**config.mk**
```make
export PLATFORM = sky130hd
export DESIGN_NAME = sam_disk_sector_server
export DESIGN_NICKNAME = d
export VERILOG_FILES = /design/src/rtl/sam_disk_pkg.sv /design/src/rtl/sam_chs_to_lba.sv /design/src/rtl/sam_disk_sector_server.sv
export SDC_FILE = /design/constraint.sdc
export NUM_CORES = 1
export LEC_CHECK = 0
export BUFFER_PORTS_ARGS = -buffer_cell sky130_fd_sc_hd__buf_2
export CORE_MARGIN = 1
export CORE_UTILIZATION = 45
export CTS_CLUSTER_SIZE = 24
export DETAILED_ROUTE_END_ITERATION = 10
export GPL_ROUTABILITY_DRIVEN = 0
export GPL_TIMING_DRIVEN = 0
export PLACE_DENSITY = 0.7
export SETUP_SLACK_MARGIN = 0.3
export SLEW_MARGIN = 20
export SYNTH_ARGS = -nofsm -noshare
export SYNTH_HDL_FRONTEND = slang
export SYNTH_SLANG_ARGS = --single-unit
export TNS_END_PERCENT = 30
```
**constraint.sdc**
```tcl
create_clock -name clk -period 14.5 [get_ports clk]
set_input_delay 3.625 -clock clk [delete_from_list [all_inputs] [get_ports clk]]
set_output_delay 3.625 -clock clk [all_outputs]
set_load 0.05 [all_outputs]
```
**src/rtl/sam_disk_pkg.sv**
```systemverilog
// Shared constants for the SAM Coupe floppy sector server: command/status
// word bit positions, default disk geometry and the server state encoding.
package sam_disk_pkg;

  localparam int DSR_SECTOR_LSB = 0;
  localparam int DSR_SECTOR_MSB = 4;
  localparam int DSR_TRACK_LSB  = 5;
  localparam int DSR_TRACK_MSB  = 11;
  localparam int DSR_SIDE       = 12;
  localparam int DSR_ACK        = 16;
  localparam int DSR_RD0        = 17;
  localparam int DSR_RD1        = 18;
  localparam int DSR_WR0        = 20;
  localparam int DSR_WR1        = 21;
  localparam int DSR_CMD_LSB    = 17;
  localparam int DSR_CMD_MSB    = 21;

  localparam int DCR_ERR  = 3;
  localparam int DCR_DONE = 4;

  localparam int SAM_TRACKS     = 80;
  localparam int SAM_SECTS      = 10;
  localparam int SAM_SECT_BYTES = 512;

  typedef enum logic [2:0] {
    IDLE = 3'd0,
    CALC = 3'd1,
    REQ  = 3'd2,
    XFER = 3'd3,
    DONE = 3'd4,
    FAIL = 3'd5,
    HOLD = 3'd6
  } state_t;

endpackage

```
**src/rtl/sam_chs_to_lba.sv**
```systemverilog
// Registered track/side/sector to image block address translation,
// with a flag for out-of-range geometry or an unmounted drive.
module sam_chs_to_lba
  import sam_disk_pkg::*;
#(
  parameter int TRACKS = SAM_TRACKS,
  parameter int SECTS  = SAM_SECTS
) (
  input  logic        clk,
  input  logic        rstn,
  input  logic        load,
  input  logic        drive,
  input  logic [6:0]  track,
  input  logic        side,
  input  logic [4:0]  sector,
  input  logic [1:0]  img_mounted,
  input  logic [31:0] img_lba0,
  input  logic [31:0] img_lba1,
  output logic [31:0] lba,
  output logic        bad
);

  logic [31:0] base;
  logic [31:0] lba_calc;
  logic        bad_calc;

  always_comb begin
    base     = drive ? img_lba1 : img_lba0;
    lba_calc = base + {24'd0, track, side} * 32'(SECTS) + {27'd0, sector} - 32'd1;
    bad_calc = (sector == 5'd0)
            || ({27'd0, sector} > 32'(SECTS))
            || ({25'd0, track} >= 32'(TRACKS))
            || !img_mounted[drive];
  end

  always_ff @(posedge clk) begin
    if (!rstn) begin
      lba <= '0;
      bad <= 1'b0;
    end else if (load) begin
      lba <= lba_calc;
      bad <= bad_calc;
    end
  end

endmodule

```
**src/rtl/sam_disk_sector_server.sv**
```systemverilog
// Sector server: decodes a controller command, runs one block transfer on the
// storage port while streaming bytes to/from the controller FIFOs, posts status.
module sam_disk_sector_server
  import sam_disk_pkg::*;
#(
  parameter int          TRACKS     = SAM_TRACKS,
  parameter int          SECTS      = SAM_SECTS,
  parameter int          SECT_BYTES = SAM_SECT_BYTES,
  parameter logic [23:0] TIMEOUT    = 24'hFFFFFF
) (
  input  logic        clk,
  input  logic        rstn,
  input  logic [31:0] dsr,
  output logic [31:0] dcr,
  output logic [7:0]  dd0in,
  output logic        dd0inclk,
  input  logic [7:0]  dd0out,
  output logic        dd0outclk,
  input  logic [1:0]  img_mounted,
  input  logic [31:0] img_lba0,
  input  logic [31:0] img_lba1,
  output logic [31:0] blk_lba,
  output logic        blk_rd,
  output logic        blk_wr,
  input  logic        blk_ack,
  input  logic [7:0]  blk_rdata,
  input  logic        blk_rvalid,
  input  logic        blk_wreq,
  output logic [7:0]  blk_wdata,
  output logic        blk_wvalid,
  input  logic        blk_done,
  input  logic        blk_err
);

  state_t      state;
  logic        drv;
  logic        dir_wr;
  logic [15:0] cnt;
  logic [15:0] cnt_nxt;
  logic [23:0] tmo;
  logic        done_q;
  logic        err_q;

  logic        cmd_go;
  logic        cmd_drv;
  logic        cmd_wr;
  logic        in_xfer;
  logic        below_full;
  logic        rd_byte;
  logic        wr_byte;
  logic        blk_evt;
  logic        tmo_hit;
  logic        lba_bad;

  logic        unused_dsr;
  assign unused_dsr = ^{dsr[31:22], dsr[15:13]};

  // Field latching happens inside the translator on the IDLE->CALC edge.
  sam_chs_to_lba #(
    .TRACKS (TRACKS),
    .SECTS  (SECTS)
  ) u_chs (
    .clk         (clk),
    .rstn        (rstn),
    .load        (state == IDLE && cmd_go),
    .drive       (cmd_drv),
    .track       (dsr[DSR_TRACK_MSB:DSR_TRACK_LSB]),
    .side        (dsr[DSR_SIDE]),
    .sector      (dsr[DSR_SECTOR_MSB:DSR_SECTOR_LSB]),
    .img_mounted (img_mounted),
    .img_lba0    (img_lba0),
    .img_lba1    (img_lba1),
    .lba         (blk_lba),
    .bad         (lba_bad)
  );

  always_comb begin
    cmd_go  = 1'b1;
    cmd_drv = 1'b0;
    cmd_wr  = 1'b0;
    if (dsr[DSR_RD0]) begin
      cmd_drv = 1'b0;
    end else if (dsr[DSR_RD1]) begin
      cmd_drv = 1'b1;
    end else if (dsr[DSR_WR0]) begin
      cmd_wr  = 1'b1;
    end else if (dsr[DSR_WR1]) begin
      cmd_drv = 1'b1;
      cmd_wr  = 1'b1;
    end else begin
      cmd_go  = 1'b0;
    end

    in_xfer    = (state == XFER);
    below_full = (cnt < 16'(SECT_BYTES));
    rd_byte    = in_xfer && !dir_wr && blk_rvalid && below_full;
    wr_byte    = in_xfer &&  dir_wr && blk_wreq   && below_full;
    // Byte of this cycle is counted before a simultaneous blk_done is judged.
    cnt_nxt    = cnt + {15'd0, rd_byte | wr_byte};
    blk_evt    = blk_ack || blk_rvalid || blk_wreq || blk_done;
    tmo_hit    = (tmo == TIMEOUT - 24'd1) && !blk_evt;

    dcr           = '0;
    dcr[DCR_DONE] = done_q;
    dcr[DCR_ERR]  = err_q;
  end

  assign dd0outclk = rstn && wr_byte;

  always_ff @(posedge clk) begin
    if (!rstn) begin
      state      <= IDLE;
      drv        <= 1'b0;
      dir_wr     <= 1'b0;
      cnt        <= '0;
      tmo        <= '0;
      blk_rd     <= 1'b0;
      blk_wr     <= 1'b0;
      dd0in      <= '0;
      dd0inclk   <= 1'b0;
      blk_wdata  <= '0;
      blk_wvalid <= 1'b0;
      done_q     <= 1'b0;
      err_q      <= 1'b0;
    end else begin
      dd0inclk   <= 1'b0;
      blk_wvalid <= 1'b0;

      if ((state == REQ || state == XFER) && !blk_evt)
        tmo <= tmo + 24'd1;
      else
        tmo <= '0;

      case (state)
        IDLE: begin
          if (cmd_go) begin
            drv    <= cmd_drv;
            dir_wr <= cmd_wr;
            state  <= CALC;
          end
        end
        CALC: begin
          if (lba_bad) begin
            state <= FAIL;
          end else begin
            blk_rd <= !dir_wr;
            blk_wr <= dir_wr;
            state  <= REQ;
          end
        end
        REQ: begin
          if (blk_ack) begin
            blk_rd <= 1'b0;
            blk_wr <= 1'b0;
            cnt    <= '0;
            state  <= XFER;
          end else if (tmo_hit) begin
            blk_rd <= 1'b0;
            blk_wr <= 1'b0;
            state  <= FAIL;
          end
        end
        XFER: begin
          if (rd_byte) begin
            dd0in    <= blk_rdata;
            dd0inclk <= 1'b1;
          end
          if (dir_wr && blk_wreq) begin
            blk_wvalid <= 1'b1;
            blk_wdata  <= wr_byte ? dd0out : 8'h00;
          end
          cnt <= cnt_nxt;
          if (blk_done)
            state <= (!blk_err && cnt_nxt == 16'(SECT_BYTES)) ? DONE : FAIL;
          else if (tmo_hit)
            state <= FAIL;
        end
        DONE: begin
          done_q <= 1'b1;
          err_q  <= 1'b0;
          state  <= HOLD;
        end
        FAIL: begin
          done_q <= 1'b1;
          err_q  <= 1'b1;
          state  <= HOLD;
        end
        HOLD: begin
          if (dsr[DSR_ACK] && dsr[DSR_CMD_MSB:DSR_CMD_LSB] == '0) begin
            done_q <= 1'b0;
            err_q  <= 1'b0;
            state  <= IDLE;
          end
        end
        default: state <= IDLE;
      endcase
    end
  end

  logic unused_drv;
  assign unused_drv = drv;

endmodule

```
After elaboration in Yosys (flattened, before gate mapping). Index checks and enable logic that the tools add are counted.

Bits in registers: 99. Bits of input ports: 121. Word-level logic and storage cells: 114.

Eq/ne operators: 13. $add $sub $neg: 5. Order comparisons: 4. Multipliers: 1. Reductions and logical operators: 42. Bitwise operators: 1. Multiplexer cells: 34.

Operators with widths (number): 32-bit by 12-bit adder with 32-bit output (1); 32-bit by 5-bit adder with 32-bit output (1); 32-bit two-way mux (1); 16-bit one-hot mux with 2 select lines (1); 32-bit by 1-bit subtractor with 32-bit output (second input constant) (1); 24-bit by 1-bit adder with 24-bit output (second input constant) (1); 24-bit equality test (second input constant) (1); 1-bit two-way mux (19); 3-bit two-way mux (6); 3-bit one-hot mux with 6 select lines (1); 2-bit AND reduction (9); 16-bit by 1-bit adder with 16-bit output (1); 16-bit by 10-bit equality test with 1-bit output (second input constant) (1); 16-bit by 10-bit < comparator with 1-bit output (second input constant) (1); 16-bit two-way mux (1); 1-bit logical AND (13); 8-bit by 3-bit multiplier with 11-bit output (second input constant) (1); 5-bit logical NOT (2); 3-bit equality test (second input constant) (3); 8-bit two-way mux (1); 2-bit != test (second input constant) (4); 7-bit greater-or-equal comparator (second input constant) (1); 1-bit logical OR (7); 3-bit by 2-bit equality test with 1-bit output (second input constant) (2); other kinds (13) (20).

Logic depth before layout (Yosys ltp).
Word-level depth: 11. Depth in mapped cells: 21.

By module. From an unflattened synthesis, not the netlist that was laid out.

Cells, all modules: 903. Area total of the unflattened synthesis: 7647.3 µm².

By module, submodules not included: sam_chs_to_lba (times used 1, seq. area each 660.6 µm², area each 4235.3 µm², cells an instance 496); sam_disk_sector_server (times used 1, seq. area each 1321.3 µm², area each 3412.0 µm², cells an instance 407).

Worst setup path after synthesis. Ideal clock, no wire load.

Path kind: input-to-output. Start: in blk_wreq. End: out dd0outclk. Data arrival time: 4.284 ns. Required time: 10.875 ns. Buffers on the path: 1. Path slack: 6.591 ns. Stages: 3. Cell sequence: and3_1 > and3_1 > buf_2.

Cells in the longest elaborated chain, start to end: 3.

RTL lines: from (decl) (RTL line sam_disk_sector_server.sv:28) `input logic blk_wreq,`; 1-bit logical AND (2 in a row) (RTL line sam_disk_sector_server.sv:97) `wr_byte = in_xfer && dir_wr && blk_wreq && below_full;`; 1-bit logical AND (RTL line sam_disk_sector_server.sv:108) `assign dd0outclk = rstn && wr_byte;`; to (decl) (RTL line sam_disk_sector_server.sv:18) `output logic dd0outclk,`.

No other way between the ends.

Worst setup path in the final report. Same ends and word-level chain as after synthesis.

==> results.py <==
metrics = {
    "synthesis": {
        "netlist.area_leader.share_pct": 27.06,
        "async_flop_share_pct": 0,
        "yosys.area.top_type": "dfxtp_1",
        "ys_seq_elements": 99,
        "synth.most_common_cell": "dfxtp_1",
        "synth_top_flop_cell": "dfxtp_1",
        "synth_cells": 896,
        "synth-edff-count": 0,
        "synthTopCellsByArea": "dfxtp_1 (27%), ha_1 (14%), a21oi_1 (5.3%)",
        "synth-seq-area-share_pct": 27.06,
        "synth_area_um2": 7325,
        "yosysUniqueCellTypes": 70,
        "avgSynthCellArea_um2": 8.175,
        "synth_commonest_cells": "dfxtp_1 (99), nand2_1 (84), ha_1 (83)",
        "yosys_warnings": 0,
    },
    "timing": {
        "setup_tns_ps": 0,
        "slew_headroom_pct": 45.09,
        "hold_viol": 0,
        "setup_slack_ps": 6262,
        "period_needed_ps": 8238,
        "rsz0062_at_grt": "no",
        "finalMaxSlewViolations": 0,
        "tightest_slew_ps": 823.7,
        "skew_ps": 8.039,
        "whs_ps": 446.5,
        "finalSetupViolCount": 0,
        "fmax_ghz": 0.1214,
        "finalCritPeriodShare_pct": 56.81,
    },
    "route": {
        "antenna_left": 0,
        "firstDrtPassIters": 4,
        "routed_wl_um": 17320,
        "vias": 6633,
        "wl_per_cell_um": 13.13,
        "drtIter0Drc": 321,
        "viasPerCell": 5.029,
        "drc_errors": 0,
    },
    "placement": {
        "dpl_cell_area_um2": 8514,
        "dp_hpwl_um": 14010,
        "post-place-ws_ps": 5718,
        "io_buffers": 162,
    },
    "setup_path": {
        "worst_setup_path_start_kind": "input port",
        "timing.rr.end": "state[0]",
        "crit_path_frequent_cell": "buf_2",
        "worstPathArrival_ps": 4610,
        "r2r_start": "cnt[13]",
        "max_stage_delay_ps": 290,
        "path_class": "input port to primary output",
        "critPathMaxFanout": 8,
        "cp_cell_sequence": "buf_2 > and3_1 > and3_1 > buf_2 > buf_2",
        "cp_top_family": "buffers and inverters",
        "cp_slowest_cell": "buf_2",
        "reg2reg_slack_ps": 10460,
        "worst-r2r-cell-count": 17,
        "cp.required_ps": 10880,
        "critPathCaptureType": "primary output",
        "path_buf_inv": 3,
    },
    "pwr": {
        "irDropWorstVdd_mv": 0.08465,
        "p_comb_share_pct": 56.3,
        "p_sw_share_pct": 47.90,
        "p_int_mw": 0.6957,
        "power.switching_mw": 0.6398,
        "p_leak_nw": 4.341,
        "power_density_nw_per_um2": 151.8,
        "total_power_mw": 1.335,
        "power_frac_seq_pct": 26.1,
        "clkPwrFrac_pct": 17.6,
    },
    "final_layout": {
        "n_antenna_cell": 0,
        "nets": 1308,
        "final_cell_area_um2": 8797,
        "area_delta_synth_final_pct": 20.11,
        "drive_above_1_share_pct": 22.12,
    },
    "min_path": {
        "holdPathStages": 2,
        "min_path_type": "register to register",
        "holdCritStartpoint": "u_chs.lba[23]",
        "worstHoldEndpoint": "u_chs.lba[23]",
    },
    "clock_network": {
        "cts_tree": "done",
        "cts_root_buf": "clkbuf_16",
        "clock_sinks": 99,
        "postCtsSetupRepairBufs": 0,
        "cts.reportedPaths.clkPinSlew_ps": 70,
        "ctsResizeCount": 0,
        "cts_buffers": 9,
        "holdBufCountCts": 0,
        "cts-htree-levels": 3,
        "clk_path_buf_depth": 2,
        "insertion_delay_ps": 360,
    },
    "global_routing": {
        "gr-total-overflow": 0,
        "track_usage_pct": 21.15,
        "grt_max_degree": 19,
        "grt_pass1_vias": 6104,
        "antenna_found_initial": 0,
        "grt_first_pass_wirelength_um": 28020,
    },
    "die": {
        "fp.dieH_um": 129.6,
        "core_region_area_um2": 15890,
        "dieArea_um2": 16790,
        "start_util_pct": 46.11,
        "pin_count": 206,
        "chipWidth_um": 129.6,
        "rows": 46,
    },
    "flow_run": {
        "drv_cap": 0,
    },
    "status": {
        "status": "completed",
    },
}
-- routing by layer --
metal	global-route usage, %	vias to the layer above	wire (um)	share of wire [%]
met1	25.53	2955	8067	47
met5	0	-	0	0
met4	6.498	0	222	1.3
met2	37.21	157	8106	47
li1	-	3504	-	-
met3	4.748	17	923	5.3
-- cell usage in the layout (no fill, tap or decap), drive strengths merged, types with 8 or more instances in the layout --
master / synthesis / layout
a211oi: 9 / 9
a21o: 12 / 12
a21oi: 78 / 78
a31oi: 17 / 17
and3: 10 / 10
buf: 46 / 208
clkbuf: 27 / 37
conb: 1 / 30
dfxtp: 99 / 99
ha: 83 / 83
inv: 64 / 69
mux2i: 38 / 38
nand2: 85 / 85
nand3: 27 / 27
nand4: 15 / 15
nor2: 71 / 71
nor3: 17 / 17
o21ai: 35 / 35
or3: 8 / 8
xnor2: 32 / 32
xor2: 19 / 19
-- sequential cells by signal, summed over array words and instances, names as in the netlist --
register / flops
blk_rd: 1
blk_wdata: 8
blk_wr: 1
blk_wvalid: 1
cnt: 16
dd0in: 8
dd0inclk: 1
dir_wr: 1
done_q: 1
err_q: 1
state: 3
tmo: 24
u_chs.bad: 1
u_chs.lba: 32
-- kinds of logic (layout without fill, tap and decap cells) --
group	Yosys count	in the layout	share of synthesized area [%]
and+or+nand+nor	284	284	19.12
adders and majority gates	89	89	15.82
muxes	42	42	5.808
other	1	30	0.05120
buffers and inverters	138	316	9.293
xor gates and xnor gates	51	51	6.098
DFF	99	99	27.06
AOI/OAI and AO/OA	192	192	16.76
-- power by group through the flow --
| stage | Clock (mW) | Combinational, mW | Sequential (mW) |
|---|---|---|---|
| final | 0.236 | 0.751 | 0.348 |
| after global routing | 0.253 | 0.830 | 0.355 |
| after CTS | 0.240 | 0.757 | 0.349 |
| after detailed placement | 0 | 0.753 | 0.355 |
| after global placement | 0 | 0.745 | 0.354 |
| after floorplan | 0 | 0.448 | 0.487 |
-- cell type report --
class / instances / area (um2)
plain buffers: 74 / 440.4
clock buffers: 10 / 229.0
clock inverters: 6 / 53.80
fillers: 1549 / 7088
inverters: 64 / 240.2
multi-input cells: 688 / 4771
flip-flops and latches: 99 / 1982
well taps: 216 / 270.3
repair buffers: 162 / 810.8
-- worst max path at each step --
stage | depth (start not counted) | slack (ps) | to | start
3_3_place_gp | 17 | 5790 | u_chs.lba[30] | dsr[21]
3_5_place_dp | 17 | 5720 | u_chs.lba[30] | dsr[21]
6_report | 5 | 6260 | dd0outclk | blk_wreq
4_1_cts | 17 | 6110 | u_chs.lba[30] | dsr[21]
2_1_floorplan | 3 | 6590 | dd0outclk | blk_wreq
5_1_grt | 17 | 5910 | u_chs.lba[30] | dsr[21]
-- metrics by stage --
stage          utilization [%]  cells
2_1_floorplan                -    925
3_3_place_gp             53.60   1303
3_5_place_dp             53.60   1303
4_1_cts                  55.38   1319
5_1_grt                  55.38   1319
6_report                 55.38   1319
-- tightest hold or removal path, delay by kind of cell, from the launching register on --
family / cells / cell delay, ps
flops: 1 / 310
simple gates: 1 / 50
compound gates: 1 / 50
Power figures use the tool's default switching activity.
